[src/rtl/multicycle_control_if.sv]
// Control bundle between the multi-cycle control FSM and the datapath.
// The master side is the FSM: it consumes instruction fields and status,
// and drives the datapath enables and ALU selection fields.
interface multicycle_control_if;
  // Instruction fields and datapath status
  logic [6:0] opcode;
  logic       instr_bit30;
  logic [2:0] funct3;
  logic       mem_ready;
  logic       zero;

  // Datapath control
  logic       pc_write;
  logic       pc_write_cond;
  logic [1:0] pc_source;
  logic       ior_d;
  logic       mem_read;
  logic       mem_write;
  logic       ir_write;
  logic [1:0] mem_to_reg;
  logic       reg_write;
  logic [1:0] alu_src_a;
  logic [1:0] alu_src_b;
  logic [1:0] alu_op;
  logic [3:0] alu_instr;
  logic       retire;
  logic       fault;

  modport master (
    input  opcode, instr_bit30, funct3, mem_ready, zero,
    output pc_write, pc_write_cond, pc_source, ior_d, mem_read, mem_write,
           ir_write, mem_to_reg, reg_write, alu_src_a, alu_src_b, alu_op,
           alu_instr, retire, fault
  );

  modport slave (
    output opcode, instr_bit30, funct3, mem_ready, zero,
    input  pc_write, pc_write_cond, pc_source, ior_d, mem_read, mem_write,
           ir_write, mem_to_reg, reg_write, alu_src_a, alu_src_b, alu_op,
           alu_instr, retire, fault
  );
endinterface

[src/rtl/multicycle_control.sv]
// Main control FSM of the multi-cycle RV32I-subset core.
// Sequences FETCH / DECODE / EXECUTE / MEM / WB, waits on variable-latency
// memory with a bounded wait counter, and latches a sticky fault on an
// illegal opcode or a memory timeout. Moore outputs are registered from the
// next state; only the mem_ready-qualified strobes are combined afterwards.
module multicycle_control #(
  parameter int TIMEOUT_CYCLES = 255
) (
  input  logic                  clk,
  input  logic                  n_rst,
  multicycle_control_if.master  bus
);

  localparam int CNT_W = $clog2(TIMEOUT_CYCLES + 1);
  localparam logic [CNT_W-1:0] CNT_MAX = CNT_W'(TIMEOUT_CYCLES);

  localparam logic [6:0] OP_RTYPE  = 7'b0110011;
  localparam logic [6:0] OP_ITYPE  = 7'b0010011;
  localparam logic [6:0] OP_LOAD   = 7'b0000011;
  localparam logic [6:0] OP_STORE  = 7'b0100011;
  localparam logic [6:0] OP_BRANCH = 7'b1100011;
  localparam logic [6:0] OP_JAL    = 7'b1101111;

  typedef enum logic [3:0] {
    S_RESET     = 4'd0,
    S_FETCH     = 4'd1,
    S_DECODE    = 4'd2,
    S_R_EXEC    = 4'd3,
    S_I_EXEC    = 4'd4,
    S_ALU_WB    = 4'd5,
    S_MEM_ADDR  = 4'd6,
    S_MEM_READ  = 4'd7,
    S_MEM_WB    = 4'd8,
    S_MEM_WRITE = 4'd9,
    S_BRANCH    = 4'd10,
    S_JAL       = 4'd11,
    S_FAULT     = 4'd12
  } state_t;

  // Registered Moore control word. in_fetch / in_mem_write mark the states
  // whose strobes are qualified by mem_ready outside the register.
  typedef struct packed {
    logic       pc_write;
    logic       pc_write_cond;
    logic [1:0] pc_source;
    logic       ior_d;
    logic       mem_read;
    logic       mem_write;
    logic [1:0] mem_to_reg;
    logic       reg_write;
    logic [1:0] alu_src_a;
    logic [1:0] alu_src_b;
    logic [1:0] alu_op;
    logic       retire;
    logic       fault;
    logic       in_fetch;
    logic       in_mem_write;
  } ctrl_t;

  state_t           state;
  state_t           nxt;
  logic [CNT_W-1:0] wait_cnt;
  ctrl_t            ctrl;
  logic             timed_out;

  function automatic logic is_mem_state(state_t s);
    return (s == S_FETCH) || (s == S_MEM_READ) || (s == S_MEM_WRITE);
  endfunction

  // Moore output table; anything not set for a state stays 0.
  function automatic ctrl_t decode_state(state_t s);
    ctrl_t c;
    c = '0;
    case (s)
      S_FETCH: begin
        c.mem_read  = 1'b1;
        c.alu_src_b = 2'b01;
        c.in_fetch  = 1'b1;
      end
      S_DECODE: begin
        // Branch / jump target PC+imm is precomputed into ALUOut here.
        c.alu_src_a = 2'b10;
        c.alu_src_b = 2'b10;
      end
      S_R_EXEC: begin
        c.alu_src_a = 2'b01;
        c.alu_src_b = 2'b00;
        c.alu_op    = 2'b10;
      end
      S_I_EXEC: begin
        c.alu_src_a = 2'b01;
        c.alu_src_b = 2'b10;
        c.alu_op    = 2'b10;
      end
      S_ALU_WB: begin
        c.reg_write = 1'b1;
        c.retire    = 1'b1;
      end
      S_MEM_ADDR: begin
        c.alu_src_a = 2'b01;
        c.alu_src_b = 2'b10;
      end
      S_MEM_READ: begin
        c.mem_read = 1'b1;
        c.ior_d    = 1'b1;
      end
      S_MEM_WB: begin
        c.reg_write  = 1'b1;
        c.mem_to_reg = 2'b01;
        c.retire     = 1'b1;
      end
      S_MEM_WRITE: begin
        c.mem_write    = 1'b1;
        c.ior_d        = 1'b1;
        c.in_mem_write = 1'b1;
      end
      S_BRANCH: begin
        c.alu_src_a     = 2'b01;
        c.alu_src_b     = 2'b00;
        c.alu_op        = 2'b01;
        c.pc_write_cond = 1'b1;
        c.pc_source     = 2'b01;
        c.retire        = 1'b1;
      end
      S_JAL: begin
        // Link value is the PC already advanced to PC+4 during FETCH.
        c.pc_write   = 1'b1;
        c.pc_source  = 2'b01;
        c.reg_write  = 1'b1;
        c.mem_to_reg = 2'b10;
        c.retire     = 1'b1;
      end
      S_FAULT: begin
        c.fault = 1'b1;
      end
      default: begin
        c = '0;
      end
    endcase
    return c;
  endfunction

  // Next-state selection, including opcode dispatch and memory timeout.
  always_comb begin
    nxt       = state;
    timed_out = (wait_cnt == CNT_MAX) && !bus.mem_ready;
    case (state)
      S_RESET:  nxt = S_FETCH;
      S_FETCH: begin
        if (bus.mem_ready)  nxt = S_DECODE;
        else if (timed_out) nxt = S_FAULT;
      end
      S_DECODE: begin
        case (bus.opcode)
          OP_RTYPE:           nxt = S_R_EXEC;
          OP_ITYPE:           nxt = S_I_EXEC;
          OP_LOAD, OP_STORE:  nxt = S_MEM_ADDR;
          OP_BRANCH:          nxt = S_BRANCH;
          OP_JAL:             nxt = S_JAL;
          default:            nxt = S_FAULT;
        endcase
      end
      S_R_EXEC:   nxt = S_ALU_WB;
      S_I_EXEC:   nxt = S_ALU_WB;
      S_ALU_WB:   nxt = S_FETCH;
      S_MEM_ADDR: nxt = (bus.opcode == OP_LOAD) ? S_MEM_READ : S_MEM_WRITE;
      S_MEM_READ: begin
        if (bus.mem_ready)  nxt = S_MEM_WB;
        else if (timed_out) nxt = S_FAULT;
      end
      S_MEM_WB:   nxt = S_FETCH;
      S_MEM_WRITE: begin
        if (bus.mem_ready)  nxt = S_FETCH;
        else if (timed_out) nxt = S_FAULT;
      end
      S_BRANCH:   nxt = S_FETCH;
      S_JAL:      nxt = S_FETCH;
      S_FAULT:    nxt = S_FAULT;
      default:    nxt = S_FAULT;
    endcase
  end

  // State, wait counter and registered Moore outputs.
  always_ff @(posedge clk or negedge n_rst) begin
    if (!n_rst) begin
      state    <= S_RESET;
      wait_cnt <= '0;
      ctrl     <= '0;
    end else begin
      state <= nxt;
      ctrl  <= decode_state(nxt);
      if (is_mem_state(nxt) && (nxt != state)) begin
        wait_cnt <= '0;
      end else if (is_mem_state(state) && (nxt == state) && !bus.mem_ready &&
                   (wait_cnt != CNT_MAX)) begin
        wait_cnt <= wait_cnt + CNT_W'(1);
      end
    end
  end

  // Strobes qualified by mem_ready complete the access in the same cycle.
  assign bus.ir_write      = ctrl.in_fetch & bus.mem_ready;
  assign bus.pc_write      = ctrl.pc_write | (ctrl.in_fetch & bus.mem_ready);
  assign bus.retire        = ctrl.retire | (ctrl.in_mem_write & bus.mem_ready);
  assign bus.pc_write_cond = ctrl.pc_write_cond;
  assign bus.pc_source     = ctrl.pc_source;
  assign bus.ior_d         = ctrl.ior_d;
  assign bus.mem_read      = ctrl.mem_read;
  assign bus.mem_write     = ctrl.mem_write;
  assign bus.mem_to_reg    = ctrl.mem_to_reg;
  assign bus.reg_write     = ctrl.reg_write;
  assign bus.alu_src_a     = ctrl.alu_src_a;
  assign bus.alu_src_b     = ctrl.alu_src_b;
  assign bus.alu_op        = ctrl.alu_op;
  assign bus.fault         = ctrl.fault;

  // Only R-type carries the SUB/SRA selector in bit30; immediates never do.
  assign bus.alu_instr = {(bus.opcode == OP_RTYPE) ? bus.instr_bit30 : 1'b0, bus.funct3};

endmodule

[src/flat_wrapper.sv]
// flat-port wrapper written by rule: the top's interface ports become plain ports
module multicycle_control_flat 
#(
  parameter int TIMEOUT_CYCLES = 255
)
  (clk, n_rst, bus_opcode, bus_instr_bit30, bus_funct3, bus_mem_ready, bus_zero, bus_pc_write, bus_pc_write_cond, bus_pc_source, bus_ior_d, bus_mem_read, bus_mem_write, bus_ir_write, bus_mem_to_reg, bus_reg_write, bus_alu_src_a, bus_alu_src_b, bus_alu_op, bus_alu_instr, bus_retire, bus_fault);
  multicycle_control_if bus_i ();
  input  logic clk;
  input  logic n_rst;
  input wire logic [$bits(bus_i.opcode)-1:0] bus_opcode;
  input wire logic [$bits(bus_i.instr_bit30)-1:0] bus_instr_bit30;
  input wire logic [$bits(bus_i.funct3)-1:0] bus_funct3;
  input wire logic [$bits(bus_i.mem_ready)-1:0] bus_mem_ready;
  input wire logic [$bits(bus_i.zero)-1:0] bus_zero;
  output wire logic [$bits(bus_i.pc_write)-1:0] bus_pc_write;
  output wire logic [$bits(bus_i.pc_write_cond)-1:0] bus_pc_write_cond;
  output wire logic [$bits(bus_i.pc_source)-1:0] bus_pc_source;
  output wire logic [$bits(bus_i.ior_d)-1:0] bus_ior_d;
  output wire logic [$bits(bus_i.mem_read)-1:0] bus_mem_read;
  output wire logic [$bits(bus_i.mem_write)-1:0] bus_mem_write;
  output wire logic [$bits(bus_i.ir_write)-1:0] bus_ir_write;
  output wire logic [$bits(bus_i.mem_to_reg)-1:0] bus_mem_to_reg;
  output wire logic [$bits(bus_i.reg_write)-1:0] bus_reg_write;
  output wire logic [$bits(bus_i.alu_src_a)-1:0] bus_alu_src_a;
  output wire logic [$bits(bus_i.alu_src_b)-1:0] bus_alu_src_b;
  output wire logic [$bits(bus_i.alu_op)-1:0] bus_alu_op;
  output wire logic [$bits(bus_i.alu_instr)-1:0] bus_alu_instr;
  output wire logic [$bits(bus_i.retire)-1:0] bus_retire;
  output wire logic [$bits(bus_i.fault)-1:0] bus_fault;
  assign bus_i.opcode = bus_opcode;
  assign bus_i.instr_bit30 = bus_instr_bit30;
  assign bus_i.funct3 = bus_funct3;
  assign bus_i.mem_ready = bus_mem_ready;
  assign bus_i.zero = bus_zero;
  assign bus_pc_write = bus_i.pc_write;
  assign bus_pc_write_cond = bus_i.pc_write_cond;
  assign bus_pc_source = bus_i.pc_source;
  assign bus_ior_d = bus_i.ior_d;
  assign bus_mem_read = bus_i.mem_read;
  assign bus_mem_write = bus_i.mem_write;
  assign bus_ir_write = bus_i.ir_write;
  assign bus_mem_to_reg = bus_i.mem_to_reg;
  assign bus_reg_write = bus_i.reg_write;
  assign bus_alu_src_a = bus_i.alu_src_a;
  assign bus_alu_src_b = bus_i.alu_src_b;
  assign bus_alu_op = bus_i.alu_op;
  assign bus_alu_instr = bus_i.alu_instr;
  assign bus_retire = bus_i.retire;
  assign bus_fault = bus_i.fault;
  multicycle_control #(.TIMEOUT_CYCLES(TIMEOUT_CYCLES)) u_core (.clk(clk), .n_rst(n_rst), .bus(bus_i));
endmodule
[config.mk]
export PLATFORM = sky130hd
export DESIGN_NAME = multicycle_control_flat
export DESIGN_NICKNAME = d
export VERILOG_FILES = /design/src/rtl/multicycle_control_if.sv /design/src/rtl/multicycle_control.sv /design/src/flat_wrapper.sv
export SDC_FILE = /design/constraint.sdc
export NUM_CORES = 1
export LEC_CHECK = 0
export BUFFER_PORTS_ARGS = -buffer_cell sky130_fd_sc_hd__buf_2
export CAP_MARGIN = 20
export CORE_MARGIN = 3
export CORE_UTILIZATION = 45
export DETAILED_ROUTE_END_ITERATION = 10
export GPL_TIMING_DRIVEN = 0
export MAX_ROUTING_LAYER = met4
export PLACE_DENSITY = 0.68
export SETUP_SLACK_MARGIN = 0.15
export SLEW_MARGIN = 10
export SYNTH_ARGS = -nofsm -noshare
export SYNTH_HDL_FRONTEND = slang
export SYNTH_SLANG_ARGS = --single-unit
export TNS_END_PERCENT = 1
[constraint.sdc]
create_clock -name clk -period 4.92 [get_ports clk]
set_input_delay 0.246 -clock clk [delete_from_list [all_inputs] [get_ports clk]]
set_output_delay 0.246 -clock clk [all_outputs]
set_load 0.03 [all_outputs]
Word level (Yosys, flattened, before mapping)
Cells that the tools add are included.

Bits in latches: 0. Word-level logic and storage cells: 101. Memories: 0. Flip-flop bits (word level): 30. Memory bits (writable): 0. Memory bits (read-only): 0. Output and inout bits: 23. Input bits: 15.

Mux-type cells: 24. Divide/modulo/power cells: 0. Add/sub/neg operators: 1. Multiply operators: 0. Equal/unequal tests: 33. Reduce and logical (&&, ||, !) cells: 23. Shift-type cells: 0. Bitwise operators: 4. $lt $le $gt $ge: 0.

Operator list (count): 4-bit == test, second input constant (9); 4-bit by 3-bit == test with 1-bit output, second input constant (8); 4-bit case mux with 7 select lines (1); 4-bit two-way mux (5); 4-bit case mux with 5 select lines (1); 4-bit by 2-bit == test with 1-bit output, second input constant (4); 8-bit two-way mux (2); 2-bit case mux with 2 select lines (4); 7-bit by 6-bit == test with 1-bit output, second input constant (2); 7-bit == test, second input constant (2); 2-bit OR reduction (6); 1-bit two-way mux (11); 8-bit by 1-bit adder with 8-bit output, second input constant (1); 4-bit by 1-bit == test with 1-bit output, second input constant (2); 8-bit == test, second input constant (1); 8-bit inequality test, second input constant (1); 4-bit OR reduction (2); 7-bit by 2-bit == test with 1-bit output, second input constant (1); 7-bit by 5-bit == test with 1-bit output, second input constant (1); 3-bit OR reduction (2); 1-bit logical AND (5); 5-bit OR reduction (1); 4-bit == test (1); 4-bit logical NOT (1); 6 further kinds (11).

Depth between registers and ports, before layout
Word-level depth: 11. Depth in mapped cells: 9. Gate-level depth less buffers: 7.

Worst setup path after synthesis
No wires, ideal clock.

Path kind: reg-to-reg. From: register u_core.state[0]. To: register u_core.wait_cnt[7]. Setup time: 0.078 ns. Required time: 4.842 ns. Period minus slack after synthesis: 2.269 ns. Cell stages (with the launch flop): 9. Buffers on the path: 2. Arrival: 2.191 ns. Path slack: 2.651 ns. Cell sequence: dfrtp_1 -> buf_6 -> or4b_4 -> a211oi_2 -> nor4bb_1 -> and2_1 -> buf_6 -> a2111o_1 -> o2bb2ai_1.

Word-level cells in the longest chain between the ends: 8. Elaborated cells between the ends (all ways): 34. Those cells by class: eq/ne: 16; mux: 6; reduce/logical: 12.

Ends and longest elaborated chain: start, declared (line multicycle_control.sv:60) `state_t state;`; start signal, assigned (line multicycle_control.sv:190) `state <= nxt;`; 4-bit by 3-bit == test with 1-bit output, or another cell as far along (line multicycle_control.sv:147) `case (state)`; 5-bit OR reduction (no source line), or another cell as far along; 4-bit case mux with 7 select lines (line multicycle_control.sv:147); 4-bit by 1-bit == test with 1-bit output, or another cell as far along (line multicycle_control.sv:67) `return (s == S_FETCH) || (s == S_MEM_READ) || (s == S_MEM_WRITE);`; 1-bit logical OR or 1-bit logical AND (tied branches) (2 in a row) (line multicycle_control.sv:67, multicycle_control.sv:194); 1-bit logical AND, on equally long branches (line multicycle_control.sv:192, multicycle_control.sv:194); 8-bit two-way mux or 2-bit nonzero test (tied branches); end signal, assigned (line multicycle_control.sv:196) `wait_cnt <= wait_cnt + CNT_W'(1);`; end, declared (line multicycle_control.sv:62) `logic [CNT_W-1:0] wait_cnt;`.

Parallel ways exist; a longest one is shown, timed or not. A chain may end at the register's enable or synchronous reset.

Final worst setup path
From: register u_core.state[1]. To: register u_core.wait_cnt[3].

The elaborated chain is that of the path after synthesis.

==> results <==
- In this run, synthesis produced a sequential element count of 29.
- For this block, the via count after detailed routing is between 1500 and 2000.
- Sorting the synthesized cells by area gives the leading types as sky130_fd_sc_hd__dfrtp_1 39%, sky130_fd_sc_hd__buf_4 5.3%, sky130_fd_sc_hd__o2bb2ai_1 4.3%.
- The path with the worst hold slack has its endpoint at u_core.bus.alu_src_a[1]$_DFF_PN0_.
- In the post-synthesis netlist, the cell with the most instances is sky130_fd_sc_hd__dfrtp_1.
- At the pin with the least slew margin, the transition time is about 1000 ps.
- The cell area after technology mapping is 0.00185 mm^2.
- The die footprint is just under 0.005 mm^2.
- The floorplan has 22 rows.
- In this run the tightest slew margin relative to its limit is between 30% and 40%.
- The number of antenna diodes in the final layout is 0.
- During placement, the flow inserted port buffers numbering 31.
- The commonest cells after synthesis are 29 x sky130_fd_sc_hd__dfrtp_1, 19 x sky130_fd_sc_hd__nand2_1, 13 x sky130_fd_sc_hd__buf_4.
- Once routing completed, OpenROAD measured the worst setup slack at 2240 ps.
- After clock tree synthesis, the clock-pin slew on the worst setup and hold paths is 60 ps.
- The post-detailed-route via-to-cell ratio is 5.57.
- The die outline height is 70.1 um.
- After synthesis, the netlist uses 52 different library cells.
- When the netlist entered floorplanning its net count stood at 222.
- Once placement finished, the instance area stood at 0.00206 mm^2.
- The die span in x is 70.1 um.
- The remaining number of nets flagged by the antenna check after routing is 0.
- Clock latency on the worst-skew pair, taken at its later pin, is 280 ps.
- The post-route total power is 0.00123 W.
- The total count of hold-check failures in the final report came to 0.
- With fillers left out, the area of the finished cells amounts to 0.00216 mm^2.
- The proportion of synthesized chip area in sequential cells is 39.3%.
- Setup repair after global routing left no endpoint under its margin.
- The iteration-0 DRC count of the detailed router is 109.
- The area growth from synthesis to final layout is 16.9%.
- The detailed-route wire length is 4.00 mm.
- For this design the ratio of total power to cell area is ~570 mW/mm^2.
- Setup slack on the worst reg-to-reg path comes out at 2240 ps.
- For the final database, setup skew stands at between 5 and 6 ps.
- Routability-driven placement finished with a final weighted congestion of 0.893.
- The total overflow reported by the global router is 0.
- The worst path needs 2680 ps of the cycle, external delays included.
- The worst hold path begins at bus_mem_ready.
- Setup violations remaining at the end of the flow were counted as 0.
- In the final layout, the share of cells above drive strength 1 is 26.4%.
- The maximum clock rate is 373 MHz.
- The type of the worst setup path is reg2reg.
- The pre-antenna-repair detailed-routing pass consisted of 4 iterations.
- The share of the synthesized area in the top cell type is 39.3%.
- The register with the most flip-flops is u_core.wait_cnt.
- The startpoint identified for the worst register-to-register timing path is u_core.state[1]$_DFF_PN0_.
- The maximum fanout encountered on the critical timing path is 10.
- The clock tree root buffer cell is sky130_fd_sc_hd__clkbuf_8.
- The fill cell instance count of the final layout is about 360.
- After detailed routing, the number of remaining DRC violations is 0.
- Entering global routing, the biggest net connects 30 pins.
- The via count of the first global-routing pass is 1525.
- In this run the standard cell core region covers 0.00380 mm^2.
- The flow ran to the end, and the final reports show no timing, DRC or antenna violations.
- The static leakage is 1.07 nW.
- The max-slew violation total from the final report is 0.
- The count of cells along the worst register-to-register path is 8.
- Detailed placement finished with a half-perimeter wire length of 2.91 mm.
- The number of clock buffers added by TritonCTS is 5.
- The clock passes through at most 2 buffers.
- At the worst endpoint, the required time is 5110 ps.
- In the final layout, the registers with the most flip-flops are u_core.wait_cnt (8), u_core.state (4), u_core.ctrl (3).
- CTS built an H-tree with a depth of 2.
- The utilization after layout is 56.8%.
- The share of the clock period used by the worst path is a little over half.
- For this design the top-level I/O count stands at 38.
- The class of the tightest hold or removal check is in2reg.
- IR analysis of the VDD net gives a maximum drop of between 300 and 400 uV.
- The wire length per cell after detailed routing is 13.6 um.
- Along the worst hold path, the cell count comes to 3.
- The number of antenna violations at the first check in global routing is 0.
- OpenSTA, run right after detailed placement, puts the worst setup slack at 2340 ps.
- The main flop type after synthesis is sky130_fd_sc_hd__dfrtp_1.
- Averaged over all synthesized cells, the footprint is 8.96 um^2.
- The count of nets after finishing is between 200 and 300.
- The arrival time reported for the critical path endpoint is 2880 ps.
- Once the floorplan was initialized, standard cells occupied between 40% and 50% of the core.
- The biggest area contributor in the post-synthesis netlist is sky130_fd_sc_hd__dfrtp_1.
- After technology mapping, the gate count stands at 206.
- The endpoint identified for the worst register-to-register timing path is u_core.wait_cnt[3]$_DFFE_PN0P_.
- The clock tree from TritonCTS is yes.
- The most critical setup path has its startpoint at u_core.state[1]$_DFF_PN0_.
- The global-route wire length before repair is 6.86 mm.
- The global-route usage over all layers is 17.9%.
- The type of origin of the critical path is a flop.
- Clock tree synthesis found a total of 29 sinks.
- The share of flip-flops with an asynchronous set or reset after synthesis is 100%.
- The max capacitance violation total is 0.
- Setup total negative slack on the finished layout was measured at 0 ps.
- Counting flops with a built-in enable in the synthesized netlist gives 0.
- The worst setup path is captured at a flop.
- During synthesis, Yosys emitted a total of 0 warnings.
- The number of flip-flops in the largest register is 8.
[placed cells by master, fill, tap and decap left out, types with 5 or more instances in the layout]
master / count
sky130_fd_sc_hd__buf_4: 13
sky130_fd_sc_hd__xor2_1: 9
sky130_fd_sc_hd__nor2_1: 12
sky130_fd_sc_hd__inv_1: 5
sky130_fd_sc_hd__buf_2: 32
sky130_fd_sc_hd__and2_1: 6
sky130_fd_sc_hd__clkbuf_8: 5
sky130_fd_sc_hd__o21ai_0: 7
sky130_fd_sc_hd__nand2_1: 19
sky130_fd_sc_hd__nor3_1: 9
sky130_fd_sc_hd__clkbuf_1: 11
sky130_fd_sc_hd__nand3_1: 6
sky130_fd_sc_hd__dfrtp_1: 29
sky130_fd_sc_hd__o2bb2ai_1: 9
sky130_fd_sc_hd__a21oi_1: 7
[what timing repair did]
item	in CTS	in global routing
buffers inserted	0	0
endpoints found under the hold margin	27	0
gates resized for setup	0	0
hold buffers	1	0
[power by group]
part | switching, W | internal (W) | total (W)
clock network | 0.0000903 | 0.0000972 | 0.000187
registers | 0.0000237 | 0.000301 | 0.000325
logic | 0.000459 | 0.000261 | 0.000720
total | 0.000573 | 0.000659 | 0.00123
[per-layer routing]
layer | part of all wire [%] | GRT usage [%] | wire (um)
met1 | 44 | 22.7 | 1780
met2 | 47 | 27.2 | 1870
met3 | 7.0 | 4.89 | 279
met4 | 1.9 | 7.02 | 75
met5 | 0 | - | 0
[per-stage QoR]
stage / cells / hold slack, ps
after floorplan: 206 / -49.6
final: 294 / 409
after CTS: 294 / 398
after global placement: 285 / 296
after global routing: 294 / 446
after detailed placement: 285 / 299
[area by class of cell]
class,count,area (um^2),share of cell area [%]
clock buffer,5,68.8,3.19
multi-input combinational,144,932,43.2
tap,48,60.1,2.78
timing repair buffer,32,165,7.65
buffer,28,170,7.88
clock inverter,3,17.5,0.812
inverter,5,18.8,0.870
sequential,29,726,33.6
[worst max-delay path: stages (launching register included)]
cell                        delay (ps)
sky130_fd_sc_hd__dfrtp_1           370
sky130_fd_sc_hd__clkbuf_1          210
sky130_fd_sc_hd__clkbuf_1          270
sky130_fd_sc_hd__o211a_1           270
sky130_fd_sc_hd__a21oi_1           120
sky130_fd_sc_hd__o41ai_1            90
sky130_fd_sc_hd__a221oi_1          900
sky130_fd_sc_hd__nand2_1           140
sky130_fd_sc_hd__o2bb2ai_1         220
[cells by family (layout without fill, tap and decap cells)]
group,count (synthesis),in the layout,synth area share [%]
compound gates,46,46,18.6
xor+xnor,10,10,4.74
fa+ha+maj,1,1,0.677
buf+inv,33,73,10.2
flops,29,29,39.3
mux,1,1,0.610
other cells,1,1,0.203
simple gates,85,85,25.6
[how the worst max path moves through the flow]
| stage | cells past startpoint | to | slack, ps |
|---|---|---|---|
| after floorplan | 8 | u_core.wait_cnt[7]$_DFFE_PN0P_ | 2650 |
| after global placement | 9 | u_core.ctrl[3]$_DFF_PN0_ | 2320 |
| after detailed placement | 9 | u_core.ctrl[3]$_DFF_PN0_ | 2340 |
| after CTS | 8 | u_core.wait_cnt[3]$_DFFE_PN0P_ | 2260 |
| after global routing | 9 | u_core.ctrl[3]$_DFF_PN0_ | 1980 |
| final | 8 | u_core.wait_cnt[3]$_DFFE_PN0P_ | 2240 |
No activity file was read; power rests on OpenSTA's default activity.
